`src/rtl/flash_pkg.sv`:
```
// flash_pkg: shared types and default sizing for the flash word reader.
package flash_pkg;
  typedef enum logic [2:0] {IDLE, HIT, ISSUE, WAIT_DATA, DONE} flash_rd_state_t;
  localparam int FLASH_ADDR_W = 23;
  localparam int FLASH_DATA_W = 32;
  localparam int FLASH_TIMEOUT_DEF = 255;
endpackage

```
`src/rtl/flash_word_reader.sv`:
```
// flash_word_reader: Avalon-MM read master with a one-word cache and read timeout.
module flash_word_reader
  import flash_pkg::*;
#(
  parameter int ADDR_W = FLASH_ADDR_W,
  parameter int DATA_W = FLASH_DATA_W,
  parameter int TIMEOUT_CYCLES = FLASH_TIMEOUT_DEF
) (
  input  logic                  fetch_clock,
  input  logic                  reset,
  input  logic                  word_req,
  input  logic [ADDR_W-1:0]     word_addr,
  input  logic                  invalidate,
  output logic                  word_ready,
  output logic                  word_valid,
  output logic [DATA_W-1:0]     word_data,
  output logic                  read_err,
  output logic                  flash_mem_read,
  output logic [ADDR_W-1:0]     flash_mem_address,
  output logic [DATA_W/8-1:0]   flash_mem_byteenable,
  input  logic                  flash_mem_waitrequest,
  input  logic [DATA_W-1:0]     flash_mem_readdata,
  input  logic                  flash_mem_readdatavalid
);
  localparam logic [2:0] S_IDLE = IDLE;
  localparam logic [2:0] S_HIT = HIT;
  localparam logic [2:0] S_ISSUE = ISSUE;
  localparam logic [2:0] S_WAIT = WAIT_DATA;
  localparam logic [2:0] S_DONE = DONE;
  localparam int CW = $clog2(TIMEOUT_CYCLES + 1);
  logic [2:0] state;
  logic [ADDR_W-1:0] addr, cache_addr;
  logic [DATA_W-1:0] cache_data;
  logic cache_valid, err;
  logic [CW-1:0] count;
  logic accept, hit, timed_out;
  assign word_ready = state == S_IDLE;
  assign word_valid = state == S_DONE;
  assign read_err = word_valid && err;
  assign flash_mem_read = state == S_ISSUE;
  assign flash_mem_address = addr;
  assign flash_mem_byteenable = '1;
  assign accept = word_req && word_ready;
  // invalidate in the accept cycle must force a miss, so it gates the compare directly
  assign hit = cache_valid && !invalidate && word_addr == cache_addr;
  assign timed_out = count == CW'(TIMEOUT_CYCLES);
  always_ff @(posedge fetch_clock) begin
    if (reset) begin
      state <= S_IDLE;
      addr <= '0;
      cache_addr <= '0;
      cache_data <= '0;
      cache_valid <= 1'b0;
      err <= 1'b0;
      count <= '0;
      word_data <= '0;
    end else begin
      if (invalidate) cache_valid <= 1'b0;
      case (state)
        S_IDLE: if (accept) begin
          addr <= word_addr;
          err <= 1'b0;
          state <= hit ? S_HIT : S_ISSUE;
        end
        S_HIT: begin
          word_data <= cache_data;
          state <= S_DONE;
        end
        S_ISSUE: if (!flash_mem_waitrequest) begin
          count <= '0;
          state <= S_WAIT;
        end
        S_WAIT: if (flash_mem_readdatavalid) begin
          word_data <= flash_mem_readdata;
          cache_data <= flash_mem_readdata;
          cache_addr <= addr;
          cache_valid <= 1'b1;
          state <= S_DONE;
        end else if (timed_out) begin
          word_data <= '0;
          cache_valid <= 1'b0;
          err <= 1'b1;
          state <= S_DONE;
        end else begin
          count <= count + 1'b1;
        end
        S_DONE: state <= S_IDLE;
        default: state <= S_IDLE;
      endcase
    end
  end
endmodule
```
`config.mk`:
```
export PLATFORM = sky130hd
export DESIGN_NAME = flash_word_reader
export DESIGN_NICKNAME = d
export VERILOG_FILES = /design/src/rtl/flash_pkg.sv /design/src/rtl/flash_word_reader.sv
export SDC_FILE = /design/constraint.sdc
export NUM_CORES = 1
export LEC_CHECK = 0
export CAP_MARGIN = 20
export CORE_ASPECT_RATIO = 2
export CORE_MARGIN = 8
export CORE_UTILIZATION = 45
export CTS_BUF_LIST = sky130_fd_sc_hd__clkbuf_16
export CTS_CLUSTER_DIAMETER = 40
export DETAILED_ROUTE_END_ITERATION = 6
export PLACE_DENSITY = 0.85
export SLEW_MARGIN = 40
export SYNTH_ARGS = -nofsm -noshare
export SYNTH_HDL_FRONTEND = slang
export SYNTH_SLANG_ARGS = --single-unit
```
`constraint.sdc`:
```
create_clock -name fetch_clock -period 2.1 [get_ports fetch_clock]
set_clock_uncertainty 0.2 [all_clocks]
set_input_delay 0.525 -clock fetch_clock [delete_from_list [all_inputs] [get_ports fetch_clock]]
set_output_delay 0.525 -clock fetch_clock [all_outputs]
set_load 0.05 [all_outputs]
```
# Word level (Yosys, flattened, before mapping)
# Cells that the tools add are included.
# totals
register_bits	123
in_bits	61
out_inout_bits	63
elab_cells	57
# op_classes
n_addsub	1
eq_ne	12
muxes	21
reduce_logical	15
# op_table
operator	count
2-to-1 mux 32 bit	2
case mux 32 bit (2 select lines)	1
2-to-1 mux 8 bit	3
equality test 23 bit	1
case mux 8 bit (2 select lines)	1
2-to-1 mux 3 bit	4
case mux 3 bit (4 select lines)	1
adder 8 x 1 -> 8 bit (second input constant)	1
equality test 8 bit (second input constant)	1
!= test 2 bit (second input constant)	4
AND reduction 4 bit	2
2-to-1 mux 1 bit	7
equality test 3 x 2 -> 1 bit (second input constant)	2
AND reduction 2 bit	3
nonzero test 2 bit	3
logical AND 1 bit	4
equality test 3 x 1 -> 1 bit (second input constant)	1
equality test 3 bit (second input constant)	1
logical NOT 3 bit	1
!= test 3 bit (second input constant)	1
AND reduction 3 bit	1
2-to-1 mux 2 bit	1
!= test 2 x 1 -> 1 bit (second input constant)	1
case mux 1 bit (2 select lines)	1
logical NOT 1 bit	1

# Depth between registers and ports, before layout
# Gate-level depths: netlist of run 1.
# depth
word_depth	6
depth_mapped	8
depth_no_buf	5

# Worst setup path after synthesis of run 1
# OpenSTA, ideal clock, no wires.
# synth_path
kind	reg2out
from	register state[2]
to	output read_err
arrival_ps	2247
required_time_ps	1375
path_slack_ps	-872
stages_incl_launch_ff	4
path_buffers	1
path_cell_list	dfxtp_1 > buf_2 > nor3b_1 > and2_1
# synth_between
elab_chain_cells	2
# synth_rtl
item	line	rtl
start: declaration	flash_word_reader.sv:31	logic [2:0] state;
start signal: assignment	flash_word_reader.sv:63	state <= hit ? S_HIT : S_ISSUE;
equality test 3 bit	flash_word_reader.sv:38	assign word_valid = state == S_DONE;
named net word_valid	flash_word_reader.sv:15	output logic word_valid,
logical AND 1 bit	flash_word_reader.sv:39	assign read_err = word_valid && err;
end: declaration	flash_word_reader.sv:17	output logic read_err,
# The timed path passes the listed nets, and every way through them passes these cells.

# Final worst setup path of run 1
# layout_path
from	register count[0]
to	register word_data[26]
# layout_between
elab_chain_cells	3
# layout_rtl
item	line	rtl
start: declaration	flash_word_reader.sv:35	logic [CW-1:0] count;
start signal: assignment	flash_word_reader.sv:85	count <= count + 1'b1;
equality test 8 bit	flash_word_reader.sv:46	assign timed_out = count == CW'(TIMEOUT_CYCLES);
!= test 3 bit (no line)	n/a	
AND reduction 2 bit (no line)	n/a	
end signal: assignment	flash_word_reader.sv:66	word_data <= cache_data;
end signal: assignment	flash_word_reader.sv:74	word_data <= flash_mem_readdata;
end: declaration	flash_word_reader.sv:16	output logic [DATA_W-1:0] word_data,
# Every way passes these cells.
# A chain may end at the register's enable or synchronous reset.

==> results of run 1 <==
[stage by stage]
stage	hold WS [ns]	setup slack [ns]	total power, mW	TNS, ns	area, um2
floorplan	0.237	-0.149	3.79	-1.85	5290
global placement	0.242	-0.163	4.35	-13.04	6600
detailed placement	0.247	-0.206	4.40	-15.62	6600
CTS	0.256	0.00302	7.45	0	7250
global route	0.278	-0.0112	7.68	-0.0119	7280
finish	0.253	0.0449	7.42	0	7280
[cells by family (layout without fill, tap and decap cells)]
group,after synthesis,in the layout,synth area share
other,1,4,0.000713
muxes,3,3,0.00571
buffers and inverters,55,186,0.0540
and+or+nand+nor,243,244,0.202
adders and majority gates,1,1,0.00238
DFF,123,123,0.468
xor gates and xnor gates,23,23,0.0383
AOI/OAI and AO/OA,166,166,0.228
[final timing paths]
check            startpoint              to  slack, ns  cells past startpoint
max reg2reg        count[0]   word_data[26]       0.04                      6
max                count[0]   word_data[26]       0.04                      6
min          cache_data[13]  cache_data[13]       0.25                      2
min reg2reg  cache_data[13]  cache_data[13]       0.25                      2
[flip-flops by register name, indices dropped and copies added (netlist names)]
signal / flops
cache_addr: 23
flash_mem_address: 23
cache_data: 32
state: 3
err: 1
count: 8
word_data: 32
cache_valid: 1
[cell usage in the layout (no fill, tap or decap), types with 8 or more instances in the layout]
master             n
nand2_1          195
dfxtp_1          121
a21oi_1          114
buf_4             81
clkdlybuf4s50_1   59
a311oi_2          30
xnor2_1           23
clkbuf_16         17
buf_12            10
nand4_1            8
[layer usage]
metal  wire (um)  global-route usage
met1        6130               0.229
met2        7390               0.314
met3        1210              0.0705
met4         356              0.0784
met5           0                   0
[critical path: cells and delay by family, from the launching register on]
| family | cells | cell delay (ns) |
|---|---|---|
| simple gates | 1 | 0.22 |
| buf+inv | 1 | 0.23 |
| compound gates | 3 | 0.66 |
| flops | 1 | 0.35 |
| fa+ha+maj | 1 | 0.25 |
[what timing repair did]
action | CTS | global route
pin swaps | 2 | 1
resized for setup | 6 | 6
endpoints found under the setup margin | 7 | 6
hold buffers | 0 | 0
setup buffers | 2 | 0
gates cloned | 1 | 0
[report_power, final]
group | total [mW] | internal, mW | switching, mW
logic | 1.77 | 0.648 | 1.12
clock network | 3.01 | 1.89 | 1.12
registers | 2.64 | 2.50 | 0.139
[area by class of cell]
cell class              instances  area, um2  share of cell area
clock buffers                  17        425              0.0585
flip-flops and latches        123       2470               0.339
well taps                     145        181              0.0249
clock inverters                15        189              0.0260
multi-input cells             441       2590               0.356
repair buffers                151       1410               0.194
inverters                       3       11.3             0.00155
==> results_dict.tcl, run 1 <==
set metrics [dict create \
    cts.sinks 123 \
    fill_cells 955 \
    cp-end-kind "flip-flop" \
    die-area_mm2 0.0156 \
    synth_area_mm2 0.00526 \
    cts-root-buf "clkbuf_16" \
    vias 4975 \
    antenna_found_initial 0 \
    startpoint_type "flip-flop" \
    grt_pass1_wl_mm 24.8 \
    synth-main-ff-cell "dfxtp_1" \
    avgSynthCellArea_um2 8.55 \
    clock_latency_ns 0.41 \
    synth-seq-cells 123 \
    overflow 0 \
    synth.cells.most_frequent "nand2_1 (195), dfxtp_1 (123), a21oi_1 (118), a311oi_2 (30), clkbuf_1 (28)" \
    worst_ep_arrival_time_ns 2.12 \
    ant_nets 0 \
    cts_tree "done" \
    diodes 0 \
    slowest_delay_ns 0.36 \
    grtUsageTotal 0.195 \
    yosysTopAreaCellShare 0.468 \
    path_cells "ha_1, and3_4, a211o_4, buf_4, a21oi_1, a311oi_2" \
    grt_max_degree 45 \
    drc_errors 0 \
    powerDensity_mw_per_mm2 1020 \
    core-area_mm2 0.0116 \
    p_leak_nw 2.58 \
    worstMarginPinSlew_ns 0.568 \
    viasPerCell 5.56 \
    report.final.slew_viol_count 0 \
    finalNetCount 799 \
    fin_cells 895 \
    slew_headroom 0.621 \
    synthTopCellsByArea "dfxtp_1 (47%), nand2_1 (14%), a21oi_1 (11%)" \
    dpl.hpwl_mm 10.0 \
    ys_warn_count 0 \
    async_reset_ff_frac 0 \
    final_hold_viol_count 0 \
    synth_most_common_cell "nand2_1" \
    fin_crit_sh 0.979 \
    criticalPathCategory "reg2reg" \
    setup_viol 0 \
    drt-initial-drc-count 240 \
    dp_cells 860 \
    cts-htree-levels 4 \
    crit_slowest_cell "a211o_4" \
    rows 56 \
    numPortBuffers 119 \
    yosysTopAreaCell "dfxtp_1" \
    min_period_ns 2.06 \
    status "completed" \
    wl_per_cell_um 16.9 \
    synth-edff-count 0 \
    critPathRequiredTime_ns 2.17 \
    synth.distinct_cells 46 \
    io_pins 124 \
    drive_gt1_frac 0.235 \
    cp_max_fo 22 \
    dr.pass1.iters 4 \
    grt_pass1_vias 5128 \
    rsz0062_at_grt "true" \
    yosysSeqAreaShare 0.468 \
    clockBufferDepth 2 \
    initial_core_util 0.455 \
    numCtsBuffers 17 \
    clkTransAtPathRegs_ns 0.06 \
    peakVddDrop_uv 818 \
    fin_util 0.629 \
    hold_path.class "reg2reg" \
    drv_cap 0 \
    area.growth.synth_to_final_pct 38.4 \
    fp.dieH_um 169 \
    die_w_um 92.4 \
    gp_congestion 0.802 \
    totalWireLength_mm 15.1 \
    clock.fmax_mhz 487 \
    syn_inst 615 \
]
No activity file was read; power rests on OpenSTA's default activity.
==> run 2: changes to the inputs <==
--- a/config.mk
+++ b/config.mk
@@ -6,9 +6,11 @@
 export NUM_CORES = 1
 export LEC_CHECK = 0
 export CAP_MARGIN = 20
+export CELL_PAD_IN_SITES_DETAIL_PLACEMENT = 0
+export CELL_PAD_IN_SITES_GLOBAL_PLACEMENT = 1
 export CORE_ASPECT_RATIO = 2
 export CORE_MARGIN = 8
-export CORE_UTILIZATION = 45
+export CORE_UTILIZATION = 33
 export CTS_BUF_LIST = sky130_fd_sc_hd__clkbuf_16
 export CTS_CLUSTER_DIAMETER = 40
 export DETAILED_ROUTE_END_ITERATION = 6
==> results_dict.tcl, run 2 (synthesis gave the netlist of run 1 again) <==
set metrics [dict create \
    cts.sinks 123 \
    cp-end-kind "output pin" \
    fin_area_mm2 0.00736 \
    report.final.slew_viol_count 0 \
    reg2regPathDepth 5 \
    worst_ep_arrival_time_ns 1.35 \
    peakVddDrop_uv 603 \
    cts_tree "done" \
    path_cells "inv_1, nor3_4, buf_12" \
    reg.largest.list "cache_data: 32 flops, word_data: 32 flops" \
    mostFrequentLayoutCells "nand2_1 (195), dfxtp_1 (120), a21oi_1 (118)" \
    core-area_mm2 0.0157 \
    grtUsageMet1 0.147 \
    die-area_mm2 0.0205 \
    drc_errors 0 \
    drv_cap 0 \
    fill_cells 1525 \
    cts-htree-levels 4 \
    crit_slowest_cell "dfxtp_4" \
    grtUsageTotal 0.155 \
    area.growth.synth_to_final_pct 40.0 \
    rows 65 \
    min_period_ns 2.07 \
    grtUsageMet3 0.0398 \
    io_pins 124 \
    worstMarginPinSlew_ns 0.549 \
    min_path_cells 2 \
    antenna_found_initial 0 \
    clkTransAtPathRegs_ns 0.06 \
    cp.depth 3 \
    fin_crit_sh 0.986 \
    die_w_um 105 \
    gp_congestion 0.884 \
    ctsHoldBuffers 0 \
    viasPerCell 4.94 \
    busiest_layer "met2" \
    initial_core_util 0.335 \
    criticalPathCategory "reg2out" \
    critPathRequiredTime_ns 1.37 \
    dpl.hpwl_mm 11.3 \
    final_hold_viol_count 0 \
    totalWireLength_mm 15.4 \
    finalNetCount 803 \
    dr.pass1.iters 4 \
    cp_max_fo 8 \
    whs_ns 0.225 \
    wl_per_cell_um 16.2 \
    cts-root-buf "clkbuf_16" \
    grt_pass1_wl_mm 25.7 \
    p_leak_nw 2.60 \
    grt_max_degree 41 \
    layout_commonest_cell "nand2_1" \
    hold_path.class "in2reg" \
    multi_input_comb_area_mm2 0.00257 \
    diodes 0 \
    numCtsBuffers 17 \
    slew_headroom 0.634 \
    layout.area.seq_mm2 0.00247 \
    clock.fmax_mhz 483 \
    met2_usage 0.297 \
    rsz0062_at_grt "true" \
    status "completed" \
    drive_gt1_frac 0.233 \
    crit_family "flip-flops" \
    slowest_delay_ns 0.42 \
    numPortBuffers 119 \
    ant_nets 0 \
    drt-initial-drc-count 223 \
    fp.dieH_um 195 \
    clockBufferDepth 2 \
    grt_pass1_vias 5022 \
    postPlaceCellArea_mm2 0.00669 \
    startpoint_type "flip-flop" \
    clock_latency_ns 0.40 \
    critPathBufInv 2 \
    vias 4713 \
    setup_viol 0 \
    powerDensity_mw_per_mm2 1010 \
    overflow 0 \
]
## run 2: changes by cell type in the layout (fill, tap and decap cells not counted), sizes merged
| cell | before | now |
|---|---|---|
| clkinv | 7 | 5 |
| clkinvlp | 1 | 0 |
| buf | 92 | 97 |
| and2 | 4 | 3 |
| inv | 7 | 10 |
## run 2: area by class of cell
cell class,instances,area share
clock inverters,15,0.0253
well taps,201,0.0342
multi-input cells,440,0.349
clock buffers,17,0.0578
flip-flops and latches,123,0.336
inverters,3,0.00153
repair buffers,156,0.196
## run 2: worst register-to-register path, cell delays in order, from the launching register on
cell and delay [ns]:
dfxtp_1 0.31, ha_1 0.22, and3_4 0.21, a211o_4 0.34, and2_4 0.32, a311oi_2 0.32
## run 2: per-layer routing
| metal | wire, um | vias up | part of all wire |
|---|---|---|---|
| li1 | - | 2375 | - |
| met1 | 5690 | 2215 | 0.37 |
| met2 | 8690 | 104 | 0.56 |
| met3 | 675 | 19 | 0.044 |
| met4 | 381 | 0 | 0.025 |
| met5 | 0 | - | 0 |
## run 2: worst paths after layout
| check | start | slack [ns] | endpoint |
|---|---|---|---|
| worst max-delay path | state[1] | 0.03 | flash_mem_read |
| worst min-delay path | reset | 0.23 | cache_addr[11] |
| worst max register to register | count[0] | 0.08 | word_data[2] |
| worst min register to register | cache_data[12] | 0.25 | cache_data[12] |
## run 2: repair_timing
action                     4_1_cts  5_1_grt
pin swaps                        1        1
gates resized for setup          6        6
setup endpoints to repair        3       10
hold endpoints to repair         0        0
setup buffers                    0        2
## run 2: report_power, final
part	internal (mW)	leakage (nW)	switching, mW	total, mW
Clock	1.89	0.305	1.13	3.02
Combinational	0.651	1.30	1.11	1.76
Sequential	2.50	1.00	0.123	2.62
## run 2: per-stage QoR
step	util	total power [mW]	instances	setup slack [ns]	setup TNS [ns]
after CTS	0.467	7.50	953	-0.0316	-0.0316
after detailed placement	0.426	4.43	921	-0.219	-17.20
after floorplan	-	3.79	618	-0.149	-1.85
final	0.469	7.41	955	0.0298	0
after global placement	0.426	4.41	921	-0.202	-15.42
after global routing	0.469	7.72	955	-0.0338	-0.133
